==> config.mk <==
export PLATFORM = sky130hd
export DESIGN_NAME = aes_axi_block_if
export DESIGN_NICKNAME = d
export VERILOG_FILES = /design/src/rtl/aes_axi_block_if.sv
export SDC_FILE = /design/constraint.sdc
export NUM_CORES = 1
export LEC_CHECK = 0
export BUFFER_PORTS_ARGS = -buffer_cell sky130_fd_sc_hd__buf_2
export CAP_MARGIN = 20
export CORE_MARGIN = 5
export CORE_UTILIZATION = 52
export DETAILED_ROUTE_END_ITERATION = 7
export GPL_ROUTABILITY_DRIVEN = 0
export PLACE_DENSITY_LB_ADDON = 0.25
export SYNTH_ARGS = -nofsm -noshare
export SYNTH_HDL_FRONTEND = slang
export SYNTH_SLANG_ARGS = --single-unit
==> constraint.sdc <==
create_clock -name clk -period 7.2 [get_ports clk]
set_clock_uncertainty 0.1 [all_clocks]
set_input_delay 0.72 -clock clk [delete_from_list [all_inputs] [get_ports clk]]
set_output_delay 0.72 -clock clk [all_outputs]
set_load 0.02 [all_outputs]
==> src/rtl/aes_axi_block_if.sv <==
// aes_axi_block_if: host-side block interface for an AES core.
// The host writes data words that are packed MSB-first into 128-bit
// blocks and queued in a small FIFO. Blocks are launched on the core
// either by dispatch credits (START writes) or automatically (AUTO).
// The core result is then streamed back to the host one word at a time.
//
// Handshakes: a host write transfers on a rising edge where
// s_valid & s_ready; an output word transfers on a rising edge where
// m_valid & m_ready, and m_data/m_last stay stable while m_valid & ~m_ready.
module aes_axi_block_if #(
    parameter int WORD_W       = 32,
    parameter int IN_DEPTH     = 2,
    parameter bit AUTO_DEFAULT = 1'b0
) (
    input  logic              clk,
    input  logic              resetn,
    input  logic              s_valid,
    input  logic              s_addr,
    input  logic [WORD_W-1:0] s_data,
    output logic              s_ready,
    output logic              core_start,
    output logic [127:0]      core_din,
    input  logic              core_done,
    input  logic [127:0]      core_dout,
    output logic              m_valid,
    input  logic              m_ready,
    output logic [WORD_W-1:0] m_data,
    output logic              m_last,
    output logic              busy,
    output logic              err
);

    localparam int WPB   = 128 / WORD_W;
    localparam int CNT_W = (WPB > 1) ? $clog2(WPB) : 1;
    localparam int PTR_W = (IN_DEPTH > 1) ? $clog2(IN_DEPTH) : 1;
    localparam int OCC_W = $clog2(IN_DEPTH + 1);

    localparam logic [CNT_W-1:0] LAST_WORD = CNT_W'(WPB - 1);
    localparam logic [PTR_W-1:0] LAST_PTR  = PTR_W'(IN_DEPTH - 1);
    localparam logic [OCC_W-1:0] FULL_OCC  = OCC_W'(IN_DEPTH);

    localparam logic [1:0] ST_IDLE  = 2'd0;
    localparam logic [1:0] ST_WAIT  = 2'd1;
    localparam logic [1:0] ST_DRAIN = 2'd2;

    logic [1:0]       r_state;
    logic             r_auto;
    logic [OCC_W-1:0] r_credit;
    logic             r_err;

    logic [CNT_W-1:0] r_pack_cnt;
    logic [127:0]     r_pack;

    logic [127:0]     r_fifo [IN_DEPTH];
    logic [PTR_W-1:0] r_wr_ptr;
    logic [PTR_W-1:0] r_rd_ptr;
    logic [OCC_W-1:0] r_occ;

    logic             r_core_start;
    logic [127:0]     r_core_din;
    logic [127:0]     r_out;
    logic [CNT_W-1:0] r_out_idx;

    logic             w_full;
    logic             w_empty;
    logic             w_pack_last;
    logic             w_ctrl_wr;
    logic             w_data_wr;
    logic             w_clear;
    logic             w_start;
    logic             w_push;
    logic             w_dispatch;
    logic             w_credit_inc;
    logic             w_credit_dec;
    logic             w_done_err;
    logic [127:0]     w_block;

    assign w_full      = (r_occ == FULL_OCC);
    assign w_empty     = (r_occ == '0);
    assign w_pack_last = (r_pack_cnt == LAST_WORD);

    // Control writes are never stalled; data stalls only when the word
    // would complete a block that has nowhere to go.
    assign s_ready     = ~s_addr | ~(w_full & w_pack_last);

    assign w_ctrl_wr   = s_valid & ~s_addr;
    assign w_data_wr   = s_valid & s_addr & s_ready;
    assign w_clear     = w_ctrl_wr & s_data[2];
    // START is meaningless in AUTO mode; CLEAR overrides it below.
    assign w_start     = w_ctrl_wr & s_data[0] & ~r_auto;
    assign w_push      = w_data_wr & w_pack_last;
    assign w_dispatch  = (r_state == ST_IDLE) & ~w_empty & (r_auto | (r_credit != '0));
    assign w_credit_inc = w_start & (r_credit != FULL_OCC);
    assign w_credit_dec = w_dispatch & ~r_auto;
    assign w_done_err  = core_done & (r_state != ST_WAIT);

    // Current packer contents with the incoming word dropped into its slot.
    always_comb begin
        w_block = r_pack;
        w_block[127 - int'(r_pack_cnt) * WORD_W -: WORD_W] = s_data;
    end

    // Packer: word counter and partial block.
    always_ff @(posedge clk or negedge resetn) begin
        if (!resetn) begin
            r_pack_cnt <= '0;
            r_pack     <= '0;
        end else if (w_clear) begin
            r_pack_cnt <= '0;
            r_pack     <= '0;
        end else if (w_data_wr) begin
            r_pack     <= w_block;
            r_pack_cnt <= w_pack_last ? '0 : r_pack_cnt + 1'b1;
        end
    end

    // FIFO storage; contents only matter where the occupancy says so.
    always_ff @(posedge clk) begin
        if (w_push && !w_clear) begin
            r_fifo[r_wr_ptr] <= w_block;
        end
    end

    // FIFO pointers wrap at IN_DEPTH; occupancy separates full from empty.
    always_ff @(posedge clk or negedge resetn) begin
        if (!resetn) begin
            r_wr_ptr <= '0;
            r_rd_ptr <= '0;
            r_occ    <= '0;
        end else if (w_clear) begin
            r_wr_ptr <= '0;
            r_rd_ptr <= '0;
            r_occ    <= '0;
        end else begin
            if (w_push) begin
                r_wr_ptr <= (r_wr_ptr == LAST_PTR) ? '0 : r_wr_ptr + 1'b1;
            end
            if (w_dispatch) begin
                r_rd_ptr <= (r_rd_ptr == LAST_PTR) ? '0 : r_rd_ptr + 1'b1;
            end
            if (w_push && !w_dispatch) begin
                r_occ <= r_occ + 1'b1;
            end else if (!w_push && w_dispatch) begin
                r_occ <= r_occ - 1'b1;
            end
        end
    end

    // AUTO bit follows every control write.
    always_ff @(posedge clk or negedge resetn) begin
        if (!resetn) begin
            r_auto <= AUTO_DEFAULT;
        end else if (w_ctrl_wr) begin
            r_auto <= s_data[1];
        end
    end

    // Dispatch credits, saturating at the FIFO depth.
    always_ff @(posedge clk or negedge resetn) begin
        if (!resetn) begin
            r_credit <= '0;
        end else if (w_clear) begin
            r_credit <= '0;
        end else if (w_credit_inc && !w_credit_dec) begin
            r_credit <= r_credit + 1'b1;
        end else if (!w_credit_inc && w_credit_dec) begin
            r_credit <= r_credit - 1'b1;
        end
    end

    // Sticky error for a completion the core should not have sent.
    always_ff @(posedge clk or negedge resetn) begin
        if (!resetn) begin
            r_err <= 1'b0;
        end else if (w_clear) begin
            r_err <= w_done_err;
        end else if (w_done_err) begin
            r_err <= 1'b1;
        end
    end

    // Main FSM: launch a block, wait for the core, stream the result out.
    always_ff @(posedge clk or negedge resetn) begin
        if (!resetn) begin
            r_state      <= ST_IDLE;
            r_core_start <= 1'b0;
            r_core_din   <= '0;
            r_out        <= '0;
            r_out_idx    <= '0;
        end else begin
            r_core_start <= 1'b0;
            case (r_state)
                ST_IDLE: begin
                    if (w_dispatch) begin
                        r_core_start <= 1'b1;
                        r_core_din   <= r_fifo[r_rd_ptr];
                        r_state      <= ST_WAIT;
                    end
                end
                ST_WAIT: begin
                    if (core_done) begin
                        r_out     <= core_dout;
                        r_out_idx <= '0;
                        r_state   <= ST_DRAIN;
                    end
                end
                ST_DRAIN: begin
                    if (m_ready) begin
                        if (r_out_idx == LAST_WORD) begin
                            r_state <= ST_IDLE;
                        end else begin
                            r_out_idx <= r_out_idx + 1'b1;
                        end
                    end
                end
                default: begin
                    r_state <= ST_IDLE;
                end
            endcase
        end
    end

    // Output word selection, MSB-first, zero outside DRAIN.
    always_comb begin
        m_data = '0;
        if (r_state == ST_DRAIN) begin
            m_data = r_out[127 - int'(r_out_idx) * WORD_W -: WORD_W];
        end
    end

    assign m_valid    = (r_state == ST_DRAIN);
    assign m_last     = (r_state == ST_DRAIN) && (r_out_idx == LAST_WORD);
    assign core_start = r_core_start;
    assign core_din   = r_core_din;
    assign busy       = (r_state != ST_IDLE) | ~w_empty;
    assign err        = r_err;

endmodule

# After elaboration in Yosys (flattened, before gate mapping)
# Memory sizes are Yosys's and may differ from the RTL's. A register that Yosys moved wholly into a read port is not among the register bits.
# Index checks and enable logic that the tools add are counted.
op_classes:
  n_addsub: 11
  eq_ne: 12
  shifts: 3
  mux: 34
  bitwise_logic: 20
  reduce_logical: 27
ops:
  columns: ["op", "count"]
  rows:
  - ["$mux W128", 2]
  - ["$shift A32 B33 Y159 const A", 1]
  - ["$shiftx A159 B8 Y32", 1]
  - ["$shiftx A32 B33 Y159", 1]
  - ["$bwmux W128", 1]
  - ["$neg A8 Y33", 1]
  - ["$mux W2", 16]
  - ["$mux W32", 1]
  - ["$sub A7 B7 Y8 const A", 2]
  - ["$reduce_bool A2 Y1", 7]
  - ["$and A1 B1 Y1", 13]
  - ["$mux W1", 12]
  - ["$add A2 B1 Y2 const B", 4]
  - ["$eq A2 B2 Y1 const B", 4]
  - ["$ne A2 B2 Y1 const B", 4]
  - ["$reduce_and A4 Y1", 2]
  - ["$logic_and A1 B1 Y1", 6]
  - ["$logic_not A1 Y1", 6]
  - ["$ne A2 B1 Y1 const B", 3]
  - ["$pmux W2 S3", 1]
  - ["$reduce_bool A3 Y1", 2]
  - ["$logic_not A2 Y1", 2]
  - ["$not A1 Y1", 4]
  - ["$pmux W2 S2", 1]
  - ["other kinds (5)", 10]
totals:
  register_bits: 271
  ram_bits: 256
  input_bits: 166
  output_inout_bits: 166
  word_cells: 120
  n_memories: 1
mem_list:
  columns: ["name", "depth", "width", "rd", "rd_ports_with_merged_regs", "wr", "line_no", "rtl"]
  rows:
  - ["r_fifo", 2, 128, 1, 1, 1, "54", "logic [127:0] r_fifo [IN_DEPTH];"]

# Longest topological paths before layout
# Gate-level depths: netlist of the first run.
depth:
  ltp_word: 11
  depth_mapped: 8
  mapped_depth_nobuf: 6

# Worst setup path before layout of the first run
# No wires, ideal clock.
synth_path:
  path_kind: "register -> register"
  from: "register r_pack_cnt[1]"
  to: "memory r_fifo[0][0], enable pin"
  setup_ns: 0.617
  arrival_time_ns: 6.315
  required_ns: 6.483
  setup_slack_ns: 0.168
  stages_incl_launch_ff: 5
  path_buffers: 1
  synth_period_minus_slack_ns: 7.032
  cell_sequence: "dfrtp_1 -> ha_1 -> buf_2 -> nand4b_2 -> nor2_1"
synth_via:
  elab_chain_cells: 9
synth_lines:
  columns: ["element", "line_no", "rtl"]
  rows:
  - ["start: declaration", "51", "logic [CNT_W-1:0] r_pack_cnt;"]
  - ["start signal: assignment", "113", "r_pack_cnt <= w_pack_last ? '0 : r_pack_cnt + 1'b1;"]
  - ["$eq A2 B2 Y1 *", "80", "assign w_pack_last = (r_pack_cnt == LAST_WORD);"]
  - ["$and A1 B1 Y1", "84", "assign s_ready = ~s_addr | ~(w_full & w_pack_last);"]
  - ["$not A1 Y1", "84", null]
  - ["$or A1 B1 Y1", "84", null]
  - ["$and A1 B1 Y1", "87", "assign w_data_wr = s_valid & s_addr & s_ready;"]
  - ["$and A1 B1 Y1 *", "91", "assign w_push = w_data_wr & w_pack_last;"]
  - ["$logic_and A1 B1 Y1 *", "119", "if (w_push && !w_clear) begin"]
  - ["$mux W1 *", "119", null]
  - ["$mux W1 (not written as such) *", "120", "r_fifo[r_wr_ptr] <= w_block;"]
  - ["end: declaration", "54", null]
# Every way passes the cells marked *; elsewhere a longest branch is shown, timed or not.

# Worst setup path in the final report of the first run
layout_path:
  from: "register r_pack_cnt[1]"
  to: "memory r_fifo[1][70], enable pin"
# Same word-level chain as after synthesis.

==> metrics.cfg, run 1 <==
[critical_path]
critPathCaptureType = flip-flop
worstSetupPathType = reg -> reg
ff2ff_path_depth = 4
start_kind = flip-flop
worst_ep_required_time_ps = 7320
crit_arrival_ps = 3540
crit_fanout = 104

[sta]
rsz0062_at_grt = false
slew_viol_final = 0
timing.final.crit_share_pct = 47.5
fin_ws_ps = 3780
worstMarginPinSlew_ps = 1040
finalHoldViolCount = 0
fmax_ghz = 0.292
finalSetupViolCount = 0
finalSetupTns_ps = 0
slew_headroom_pct = 30.7
min_period_ps = 3420

[detailed_routing]
drt-total-wl_um = 60900
drt_first_pass_iters = 5
drt_iter0_markers = 1186
wire_per_inst_um = 20.8
route.detailed.drc = 0
vias_per_cell = 5.50
vias = 16100
detail-route-antenna-nets = 0

[die]
initial_utilization_pct = 52.2
boundaryPins = 332
die_y_um = 237
fp.coreArea_mm2 = 0.0511
fp.dieW_um = 237
die_area_mm2 = 0.0559
rows = 83

[clock_network]
postCtsHoldBufs = 0
h-tree-depth = 3
postCtsResizedCells = 0
cts_buffer_depth = 3
cts_tree = yes
path_clk_slew_ps = 60
numCtsBuffers = 68
post_cts_buffers = 0
cts_root_buffer = clkbuf_16
insertion_delay_ps = 600
clock_sinks = 655

[place]
portBuffers = 331
hpwl_um = 39400
dp_cells = 2794
preCtsSetupSlack_ps = 3810

[flow_run]
cap_viol_max_count = 0

[cells_and_area]
drive_gt1_share_pct = 25.3
fillers = 4026
nNetsFinal = 2358
multi_input_area_mm2 = 0.00766
final_cells = 2932
register_area_mm2 = 0.0177
area_delta_synth_final_pct = 15.7

[logic_synthesis]
yosys_most_used_dff = dfrtp_1
yosys_register_bits = 655
syn_avg_cell_area_um2 = 13.9
synthTopCellsByCount = dfrtp_1, edfxtp_1, nand2_1
synthCells = 1923
postSynth.asyncResetShare_pct = 60.9
synth.largest_area_cell = dfrtp_1
post-synth-top-count-cell = dfrtp_1
ys_types = 44
synth_area_leaders = dfrtp_1, edfxtp_1, a22o_1, mux2i_1, mux2_1
synth_top_area_share_pct = 37.4
synth-edff-count = 256
yosys_warnings = 0
yosysSeqAreaShare_pct = 66.2
syn_area_mm2 = 0.0267
synth.net_count = 2094

[pwr]
leakage_nw = 13.2
p_per_area_mw_per_mm2 = 426
irDropWorstVdd_uv = 255

[global_route]
grt-ovfl-total = 0
track_usage_pct = 21.6
grt_pass1_vias = 16800
antenna_found_initial = 13
grt_pass1_wl_um = 95900
grt_max_degree = 134

[status]
status = completed

[min_path]
min_path_type = in -> async

## per-layer routing
metal / vias to the layer above / GRT usage [%] / share of wire [%]
met5: - / 0 / 0.046
met4: 6 / 7.33 / 2.5
met3: 105 / 6.51 / 8.3
li1: 7394 / - / -
met2: 499 / 35.2 / 49
met1: 8130 / 28.1 / 40
## sequential cells by signal (all words and copies together) (netlist names)
register / count
r_auto: 1
r_rd_ptr: 1
err: 1
core_start: 1
r_wr_ptr: 1
core_din: 128
r_pack_cnt: 2
r_occ: 2
r_state: 2
r_fifo: 256
r_out_idx: 2
r_pack: 128
r_credit: 2
r_out: 128
## cells in the final DEF, fill, tap and decap left out, types with 32 or more instances in the layout
cell and count:
dfrtp_1 397, a22o_1 161, nand2_1 234, o21ai_1 121
mux4_2 32, mux2_2 41, edfxtp_1 256, o21ai_0 98
clkbuf_16 73, buf_2 330, mux2i_1 132, and2_1 37
mux2_1 88, inv_1 101
## path summary, 6_finish.rpt
check / end / slack (ps) / from
worst max-delay path: r_fifo[1][70] / 3780 / r_pack_cnt[1]
worst min-delay path: r_pack[90] / 60 / resetn
worst max register to register: r_fifo[1][70] / 3780 / r_pack_cnt[1]
worst min register to register: core_din[67] / 380 / core_din[67]
max in group asynchronous: core_din[37] / 5460 / resetn
min in group clk: r_out[115] / 230 / core_dout[115]
## metrics by stage
step | instance area, um^2 | utilization, % | hold WS [ps] | total power, mW
CTS | 30800 | 60.2 | 82.5 | 13.3
detailed placement | 28400 | 55.7 | 369 | 9.64
floorplan | 26700 | - | 324 | 8.48
global placement | 28400 | 55.7 | 363 | 9.47
global route | 30900 | 60.4 | 129 | 13.9
finish | 30900 | 60.4 | 65.0 | 13.2
## critical path: stages, from the launching register on
cell,delay (ps)
dfrtp_1,490
ha_2,730
nand4b_2,350
nor2_4,700
buf_12,500
## area by class of cell
class,instances,share of cell area (%)
multi-input combinational,1005,24.8
inverter,104,1.27
sequential,655,57.3
clock inverter,29,1.05
antenna,9,0.0730
timing repair buffer,353,6.25
tap,680,2.76
clock buffer,97,6.50
## report_power, final
part / switching [mW] / internal (mW)
Sequential: 0.557 / 4.96
Combinational: 2.40 / 1.65
Clock: 1.43 / 2.16
Total: 4.38 / 8.77
## logic make-up after synthesis
kind of cell | synth area share [%]
AO/OA/AOI/OAI | 10.1
multiplexers | 13.1
buffers and inverters | 5.27
adder cells (fa/ha/maj) | 0.234
flip-flops | 66.2
AND/OR/NAND/NOR | 4.92
XOR/XNOR | 0.0985
Power figures use the tool's default switching activity.
==> inputs of run 2 (changes only) <==
CORE_UTILIZATION = 58   (was 52)
clock period = 3.53 ns   (was 7.2 ns; I/O delays follow)
==> run 2 against run 1 <==
Cell count grew 1.8%. Via count grew 5.7%. Register-to-register slack lost 3000 ps. Largest cell class unchanged.
==> metrics.cfg, run 2 (same netlist as run 1, synthesis figures left out) <==
[clock_network]
h-tree-depth = 3
clock_sinks = 655
cts_tree = yes
post_cts_buffers = 0
path_clk_slew_ps = 60
cts_root_buffer = clkbuf_16
numCtsBuffers = 67
cts_buffer_depth = 3
insertion_delay_ps = 600

[detailed_routing]
drt-total-wl_um = 64600
vias = 17100
route.detailed.drc = 0
drt_iter0_markers = 1329
vias_per_cell = 5.71
wire_per_inst_um = 21.6
detail-route-antenna-nets = 0
drt_first_pass_iters = 5

[cells_and_area]
layout_commonest_cell = dfrtp_1
final_util_pct = 70.6
final_cell_mix = dfrtp_1, buf_2, edfxtp_1
top_register = r_fifo
largest_register_ffs = 256
area_delta_synth_final_pct = 20.3
design_area_mm2 = 0.0321
register_area_mm2 = 0.0177
fillers = 3058
multi_input_area_mm2 = 0.00765
drive_gt1_share_pct = 23.7
nNetsFinal = 2499

[sta]
fin_ws_ps = 515
finalSetupTns_ps = 0
slew_viol_final = 0
finalHoldViolCount = 0
slew_headroom_pct = 36.0
worstMarginPinSlew_ps = 958
timing.final.crit_share_pct = 85.4
fmax_ghz = 0.332
finalSetupViolCount = 0
min_period_ps = 3010
rsz0062_at_grt = false

[die]
die_area_mm2 = 0.0504
boundaryPins = 332
rows = 78
initial_utilization_pct = 58.7
die_y_um = 224
fp.coreArea_mm2 = 0.0455
fp.dieW_um = 224

[global_route]
grt_max_degree = 137
grt_pass1_wl_um = 101000
track_usage_pct = 25.5
antenna_found_initial = 8
grt-ovfl-total = 0
grt_pass1_vias = 17800

[pwr]
irDropWorstVdd_uv = 526
p_per_area_mw_per_mm2 = 838
p_clk_share_pct = 26.2
p_sw_share_pct = 34.0
p_int_mw = 17.8
leakage_nw = 13.8
p_sw_mw = 9.13
power_frac_seq_pct = 42.3
pwr-share-comb_pct = 31.5
finalPower_mw = 26.9

[critical_path]
crit_fanout = 18
start_kind = flip-flop
worst_ep_required_time_ps = 3080
worstSetupPathType = reg -> out
crit_arrival_ps = 2560
critPathCaptureType = primary output
ff2ff_path_depth = 4
r2r_setup_slack_ps = 750

[place]
hpwl_um = 39700
preCtsSetupSlack_ps = 850
placed_area_mm2 = 0.0286
portBuffers = 331

[min_path]
min_path_type = in -> reg
hold_depth = 2

[flow_run]
cap_viol_max_count = 0

[status]
status = completed

-- run 2: cell count changes in the layout (fill, tap and decap cells not counted), moves of 3 or more --
cell and change:
bufinv_16 -3, clkinv_2 -3, buf_4 +3, and3_1 +3, clkbuf_16 -3, and3_2 -3, and2_1 +4, buf_12 +11
and2_2 -4, clkbuf_1 +4, diode_2 -4, dlygate4sd3_1 +131
-- run 2: what timing repair did --
action,in CTS,in global routing
gates resized for setup,0,0
endpoints found under the hold margin,203,0
hold buffers,131,0
-- run 2: area by class of cell --
cell class | instances | area share [%]
clock buffer | 100 | 6.18
antenna | 5 | 0.0390
tap | 600 | 2.34
timing repair buffer | 495 | 10.6
sequential | 655 | 55.1
clock inverter | 22 | 0.690
multi-input combinational | 1005 | 23.8
inverter | 104 | 1.22
-- run 2: path summary, 6_finish.rpt --
check,startpoint,endpoint
min reg2reg,core_din[56],core_din[56]
min in group asynchronous,resetn,core_din[56]
max in group asynchronous,resetn,r_out[113]
max,r_out_idx[0],m_data[15]
max reg2reg,r_pack_cnt[1],r_fifo[0][123]
min,s_data[16],r_pack[80]
-- run 2: power groups by stage --
| stage | clock, mW | sequential [mW] | combinational (mW) |
|---|---|---|---|
| floorplan | 0 | 11.9 | 5.41 |
| global placement | 0 | 11.3 | 8.11 |
| detailed placement | 0 | 11.4 | 8.36 |
| CTS | 7.17 | 11.3 | 8.51 |
| global route | 7.46 | 11.6 | 9.22 |
| finish | 7.04 | 11.4 | 8.48 |
-- run 2: layer usage --
layer | vias up | share of wire [%] | GRT usage, %
li1 | 7667 | - | -
met1 | 8532 | 39 | 33.0
met2 | 691 | 50 | 42.3
met3 | 158 | 7.1 | 5.78
met4 | 4 | 3.7 | 10.1
met5 | - | 0.039 | 0
-- run 2: worst max-delay path, cell delays in order (launching register included) --
cell	delay, ps
dfrtp_2	810
buf_12	280
mux4_2	530
and2_1	190
buf_2	160
-- run 2: per-stage QoR --
stage | std cells | hold WS, ps
6_report | 2986 | 56.9
3_5_place_dp | 2728 | 288
3_3_place_gp | 2728 | 279
4_1_cts | 2981 | 16.9
5_1_grt | 2986 | 35.3
2_1_floorplan | 1923 | -42.6
==> inputs of run 3 (changes only) <==
CORE_UTILIZATION = 38   (was 58)
CTS_BUF_LIST = sky130_fd_sc_hd__clkbuf_8   (was unset)
==> run 3 against run 2 <==
Largest power group unchanged. Combinational power about the same. Total power decreased by 1.8%. Register-to-register slack improved by 120 ps. Sequential share of layout area decreased by 1.3 points. Non-clock buffer count increased by 34. Worst hold slack improved by 75 ps. Final area increased by 2.3%. Via count decreased by 1.2%.
==> metrics.cfg, run 3 (same netlist as run 1, synthesis figures left out) <==
[sta]
rsz0062_at_grt = false
finalSetupTns_ps = 0
fmax_ghz = 0.342
slew_headroom_pct = 32.6
worstMarginPinSlew_ps = 1010
hold-worst-slack_ps = 132
finalSetupViolCount = 0
min_period_ps = 2920
timing.final.crit_share_pct = 82.8
finalHoldViolCount = 0
slew_viol_final = 0

[pwr]
p_sw_share_pct = 34.9
power_frac_seq_pct = 42.9
p_int_mw = 17.2
leakage_nw = 14.1
p_per_area_mw_per_mm2 = 804
irDropWorstVdd_uv = 440
pwr-share-comb_pct = 32.0
p_sw_mw = 9.21
p_clk_share_pct = 25.1

[cells_and_area]
layout_commonest_cell = dfrtp_1
multi_input_area_mm2 = 0.00765
design_area_mm2 = 0.0328
drive_gt1_share_pct = 25.0
largest_register_ffs = 256
final_cells = 3445
fillers = 6172
nNetsFinal = 2576
final_util_pct = 47.1
top_register = r_fifo
final_cell_mix = dfrtp_1, buf_2, edfxtp_1
register_area_mm2 = 0.0177
area_delta_synth_final_pct = 23.1

[die]
rows = 97
fp.dieW_um = 275
fp.coreArea_mm2 = 0.0698
die_y_um = 275
boundaryPins = 332
initial_utilization_pct = 38.2
die_area_mm2 = 0.0756

[place]
placed_area_mm2 = 0.0289
dp_cells = 3067
portBuffers = 331
hpwl_um = 42000

[critical_path]
critPathCaptureType = primary output
ff2ff_path_depth = 6
crit_fanout = 28
worst_ep_required_time_ps = 3080
worstSetupPathType = reg -> out
crit_arrival_ps = 2470
start_kind = flip-flop

[clock_network]
clock_sinks = 655
path_clk_slew_ps = 60
cts_tree = yes
post_cts_buffers = 0
cts_root_buffer = clkbuf_8
postCtsResizedCells = 0
postCtsHoldBufs = 166
numCtsBuffers = 110
insertion_delay_ps = 720
h-tree-depth = 3
cts_buffer_depth = 3

[global_route]
track_usage_pct = 17.4
grt_pass1_vias = 17900
grt_max_degree = 135
grt_pass1_wl_um = 103000
grt-ovfl-total = 0
antenna_found_initial = 8

[detailed_routing]
detail-route-antenna-nets = 0
drt-total-wl_um = 66300
drt_first_pass_iters = 7
vias_per_cell = 4.89
drt_iter0_markers = 813
vias = 16800
wire_per_inst_um = 19.3
route.detailed.drc = 0

[status]
status = completed

[flow_run]
cap_viol_max_count = 0

[min_path]
min_path_type = in -> async

-- run 3: cell types whose count changed in the layout (fill, tap and decap cells not counted), moves of 18 or more --
cell	delta
clkbuf_8	+128
clkbuf_16	-70
inv_1	+46
dlygate4sd3_1	+35
clkbuf_1	-18
-- run 3: layout make-up --
| class | count | share of cell area (%) |
|---|---|---|
| antenna | 6 | 0.0457 |
| clock buffer | 140 | 5.87 |
| clock inverter | 66 | 0.903 |
| inverter | 104 | 1.19 |
| multi-input combinational | 1005 | 23.3 |
| sequential | 655 | 53.8 |
| tap | 940 | 3.58 |
| timing repair buffer | 529 | 11.3 |
-- run 3: critical path, cell delays in order (launching register included) --
cell and delay, ps:
dfrtp_1 560, buf_4 470, mux4_2 380, and2_1 190, buf_2 160
-- run 3: metrics by stage --
step	total power [mW]	setup WS (ps)
6_report	26.4	606
5_1_grt	28.1	456
2_1_floorplan	17.3	-1350
4_1_cts	26.8	484
3_3_place_gp	19.6	1010
3_5_place_dp	19.9	910
-- run 3: worst paths after layout --
kind	endpoint	slack, ps	startpoint
setup / recovery	m_data[11]	610	r_out_idx[1]
setup reg to reg	r_pack[56]	870	r_pack_cnt[0]
hold reg to reg	core_din[59]	370	core_din[59]
hold / removal	r_out[47]	130	resetn
min in group clk	r_out[59]	290	core_dout[59]
max in group asynchronous	r_out[9]	2160	resetn
-- run 3: routing by layer --
metal  GRT usage, %  share of wire, %  vias to the layer above
met5              0             0.038                        -
met4           6.42               2.7                        4
met3           3.85               5.4                      117
met2           29.2                49                      401
met1           22.2                43                     8477
li1               -                 -                     7846
-- run 3: power groups by stage --
stage	Sequential (mW)	Clock (mW)	Combinational [mW]
after floorplan	11.9	0	5.41
after global placement	11.4	0	8.27
after detailed placement	11.4	0	8.45
after CTS	11.3	6.86	8.62
after global routing	11.6	7.22	9.31
final	11.3	6.63	8.47
